--- src/rtl/axis_stream_checker_pkg.sv ---
// Shared definitions for the AXI4-Stream checker: FSM states and saturating increment.
package axis_stream_checker_pkg;

  typedef enum logic [1:0] {
    StIdle,
    StRecv,
    StGap
  } state_e;

  // Counters are at most this wide; the helper works on a common 32-bit container.
  localparam int unsigned MaxCntWidth = 32;

  // Increment val, holding at the all-ones value of a width-bit counter.
  function automatic logic [MaxCntWidth-1:0] sat_inc(input logic [MaxCntWidth-1:0] val,
                                                     input int unsigned width);
    logic [MaxCntWidth-1:0] max_val;
    if (width >= MaxCntWidth) begin
      max_val = '1;
    end else begin
      max_val = (MaxCntWidth'(1) << width) - MaxCntWidth'(1);
    end
    return (val >= max_val) ? max_val : val + MaxCntWidth'(1);
  endfunction

endpackage

--- src/rtl/axis_stream_checker_sat_counter.sv ---
// Saturating up-counter with synchronous clear; holds at its maximum value.
module axis_sat_counter
  import axis_stream_checker_pkg::*;
#(
  parameter int unsigned CNT_WIDTH = 16
) (
  input  logic                 clk_i,
  input  logic                 rst_ni,
  input  logic                 clr_i,
  input  logic                 inc_i,
  output logic [CNT_WIDTH-1:0] cnt_o
);

  logic [CNT_WIDTH-1:0]   cnt_q, cnt_d;
  logic [MaxCntWidth-1:0] cnt_inc;

  // Next count: clear has priority over increment.
  always_comb begin
    cnt_inc = sat_inc(MaxCntWidth'(cnt_q), CNT_WIDTH);
    cnt_d   = cnt_q;
    if (clr_i) begin
      cnt_d = '0;
    end else if (inc_i) begin
      cnt_d = cnt_inc[CNT_WIDTH-1:0];
    end
  end

  // Count register with synchronous reset.
  always_ff @(posedge clk_i) begin
    if (!rst_ni) begin
      cnt_q <= '0;
    end else begin
      cnt_q <= cnt_d;
    end
  end

  assign cnt_o = cnt_q;

endmodule

--- config.mk ---
export PLATFORM = sky130hd
export DESIGN_NAME = axis_sat_counter
export DESIGN_NICKNAME = d
export VERILOG_FILES = /design/src/rtl/axis_stream_checker_pkg.sv /design/src/rtl/axis_stream_checker_sat_counter.sv
export SDC_FILE = /design/constraint.sdc
export NUM_CORES = 1
export LEC_CHECK = 0
export ABC_AREA = 1
export CORE_ASPECT_RATIO = 1.2
export CORE_MARGIN = 2
export CORE_UTILIZATION = 50
export DETAILED_ROUTE_END_ITERATION = 8
export PLACE_DENSITY_LB_ADDON = 0.15
export SKIP_CTS_REPAIR_TIMING = 1
export SYNTH_ARGS = -nofsm -noshare
export SYNTH_HDL_FRONTEND = slang
export SYNTH_SLANG_ARGS = --single-unit
--- constraint.sdc ---
create_clock -name clk_i -period 2.4 [get_ports clk_i]
set_clock_uncertainty 0.2 [all_clocks]
set_input_delay 0.48 -clock clk_i [delete_from_list [all_inputs] [get_ports clk_i]]
set_output_delay 0.48 -clock clk_i [all_outputs]
set_load 0.02 [all_outputs]
After elaboration in Yosys (flattened, before gate mapping)
Cells that the tools add are included.
Storage, ports and cells
  flip-flop bits (word level): 16
  input port bits: 4
Operators by class
  add/sub/neg operators: 1
  magnitude comparators: 1
  mux-type cells: 1
  bitwise operators: 1
  reductions and logical operators: 1
Operators with widths (number)
  adder 16 x 1 -> 16 bit (second input constant): 1
  greater-or-equal comparator 16 bit (second input constant): 1
  2-to-1 mux 16 bit: 1
  OR reduction 2 bit: 1
  inverter 1 bit: 1

Logic depth before layout (Yosys ltp)
  word-level depth: 2
  gate-level depth with buffers: 10
  depth with buffers taken out: 9

Worst setup path before layout
OpenSTA, ideal clock, no wires.
  path type: register -> register
  start point: register cnt_q[0], in the netlist cnt_o[0]
  end point: register cnt_q[11], in the netlist cnt_o[11]
  arrival time: 1435 ps
  data required time: 2144 ps
  setup slack: 709 ps
  cell stages (with the launch flop): 11
  buffers on the path: 1
  path through: dfxtp_1 -> ha_1 -> nand2_4 -> nor2_4 -> nand2_4 -> inv_4 -> nand3_4 -> buf_6 -> nand3_2 -> nand2_1 -> inv_1
Between the ends
  longest elaborated chain between the ends: 2
  elaborated cells between the ends (all ways): 3
RTL lines
  from (decl): RTL line axis_stream_checker_sat_counter.sv:14  | logic [CNT_WIDTH-1:0] cnt_q, cnt_d;
  from (signal assigned): RTL line axis_stream_checker_sat_counter.sv:33  | cnt_q <= cnt_d;
  adder 16 x 1 -> 16 bit / greater-or-equal comparator 16 bit (equally long branches): RTL line axis_stream_checker_pkg.sv:22  | return (val >= max_val) ? max_val : val + MaxCntWidth'(1);
  2-to-1 mux 16 bit *: RTL line axis_stream_checker_pkg.sv:22
Mark *: on every way between the ends. The rest lies on a longest branch, timed or not.
A chain may end at the register's enable or synchronous reset.

Worst setup path after layout
  start point: register cnt_q[9], in the netlist cnt_o[9]
  end point: output port cnt_o[9]
RTL lines
  to (decl): RTL line axis_stream_checker_sat_counter.sv:11  | output logic [CNT_WIDTH-1:0] cnt_o
No word-level cell between the ends.

==> results.cfg <==
[run_status]
outcome = completed

[synth]
ys_seq_area_share_pct = 33.6
async_reset_ff_share_pct = 0
synth.avg_cell_area_um2 = 6.97
ys.flop_type = dfxtp_1
syn_nets = 142
synth_area_um2 = 955
syn_inst = 137
synth_top_area_cell = dfxtp_1
yosysUniqueCellTypes = 24
synth.top_cell.area_share_pct = 33.6
yosys-top-cells-area = dfxtp_1 34%, nand2_1 13%, inv_1 7.5%, nand3_1 6.8%, nor2_1 6.3%
synth_edf_count = 0
synth_most_common_cell = nand2_1
synthTopCellsByCount = 34 x nand2_1, 19 x inv_1, 16 x dfxtp_1, 16 x nor2_1, 13 x nand3_1
ys_seq_elements = 16
yosysWarnings = 0

[worst_setup_path]
r2r-start = cnt_o[0]
max_stage_delay_ps = 660
worstPathArrival_ps = 1400
cpMaxStageDelayCell = clkdlybuf4s50_1
cp_max_fo = 7
cp_cell_sequence = clkdlybuf4s50_1
crit_path_end_kind = primary output
required_ps = 1720
path_class = register to primary output
start_kind = register
cp_top_family = buffers and inverters
crit_start = cnt_o[9]
path_buf_inv = 1

[finish]
largest_reg_flops = 16
multi_input_area_um2 = 531
fillCellCount = 185
area_growth_pct = 23.2
fin_util_pct = 64.3
regArea_um2 = 320
n_antenna_cell = 0
nets = 165
drive_gt1_share_pct = 11.4

[clock_tree]
cts_tree = built
h-tree-depth = 1
cts_made_buffers = 3
worstSkewPairLatency_ps = 280
root_buffer = clkbuf_4
cts.path.max_buffers = 2
clkTransAtPathRegs_ps = 100
clkSinkCount = 16

[placement]
gp_congestion = 0.794
numPortBuffers = 19
dpl.hpwl_mm = 1.54

[timing]
fin_crit_sh_pct = 86.5
worst_pin_slew_ps = 361
fin_tns_setup_ps = 0
setup_viol = 0
max_freq_mhz = 482
slew_headroom_pct = 75.8
rsz0062_at_grt = no
fin_crit_ps = 2080
hold_violations = 0
slew_viol_final = 0

[routing]
drc = 0
wirelength_mm = 2.02
drtIter0Drc = 6
post_drt_wl_per_cell_um = 11.4
drtPass1Iterations = 6
viasPerCell = 5.16
antenna_left = 0
vias = 913

[power]
p_int_uw = 336
power_switching_uw = 101
swShare_pct = 23.2
irDropWorstVdd_v = 0.000222
power_frac_seq_pct = 61.4
clkPwrFrac_pct = 33.2
leakage_nw = 0.474
p_per_area_nw_per_um2 = 372
combPwrFrac_pct = 5.4

[flow_run]
maxCapViolCount = 0

[floorplanning]
die_x_um = 43.9
start_util_pct = 52.2
coreArea_um2 = 1830
dieArea_um2 = 2280
num_rows = 17
pin_count = 20
fp.dieH_um = 51.9

[global_route]
grt_max_degree = 14
grt_pass1_wl_mm = 3.69
grt_usage_pct = 21.6
grt_pass1_vias = 871
antenna_found_initial = 0
globalRouteOverflowTotal = 0

[hold_path]
hp-class = register to register
hp-start = cnt_o[1]
-- metal layers --
layer / share of wire, % / vias up / global-route usage [%]
met5: 0 / - / 0
met3: 3.1 / 2 / 3.47
met4: 0.84 / 0 / 7.58
li1: - / 475 / -
met1: 46 / 421 / 27.6
met2: 50 / 15 / 36.3
-- path summary, 6_finish.rpt --
| check | to | slack, ps | cells after the start |
|---|---|---|---|
| worst min-delay path | cnt_o[1] | 350 | 2 |
| worst min register to register | cnt_o[1] | 350 | 2 |
| worst max register to register | cnt_o[13] | 630 | 9 |
| worst max-delay path | cnt_o[9] | 320 | 1 |
-- power by group through the flow --
stage	clock (mW)	combinational (mW)	sequential, mW
after global routing	0.157	0.0268	0.268
after global placement	0	0.0235	0.274
after detailed placement	0	0.0238	0.274
after CTS	0.149	0.0240	0.268
after floorplan	0	0.0127	0.276
final	0.145	0.0236	0.268
-- layout by cell type, fill, tap and decap left out --
cell type	count
nand3_1	13
nand2_4	2
dfxtp_1	16
inv_1	19
ha_1	1
clkbuf_4	3
nand4_1	4
nand3_2	1
o21ai_0	2
nor2_4	2
buf_4	1
clkinv_1	1
inv_4	1
xnor2_1	2
nor2_1	16
a21oi_2	4
nand3b_1	1
nand2_1	34
nor3_1	1
nand2_2	1
xor2_1	4
a21oi_1	4
a31oi_1	3
nor2_2	2
clkdlybuf4s50_1	19
nand3_4	1
-- final cells by class --
class | instances | share of cell area [%]
multi-input combinational | 98 | 45.1
sequential | 16 | 27.2
timing repair buffer | 20 | 16.8
inverter | 21 | 6.91
tap | 19 | 2.02
clock buffer | 3 | 1.91
-- stage by stage --
| step | area (µm²) | power (mW) | setup WS (ps) | cells | hold slack [ps] |
|---|---|---|---|---|---|
| after floorplan | 955 | 0.288 | 709 | 137 | 398 |
| after global placement | 1150 | 0.298 | 272 | 174 | 339 |
| after detailed placement | 1150 | 0.298 | 251 | 174 | 334 |
| after CTS | 1180 | 0.441 | 320 | 177 | 354 |
| after global routing | 1180 | 0.452 | 274 | 177 | 401 |
| final | 1180 | 0.437 | 324 | 177 | 350 |
-- cells by family after synthesis --
logic type	synth area share [%]
buf+inv	10.9
compound gates	8.78
flops	33.6
xor+xnor	5.50
fa+ha+maj	1.31
simple gates	40.0
Note: power is estimated with default switching activity, not from simulation.
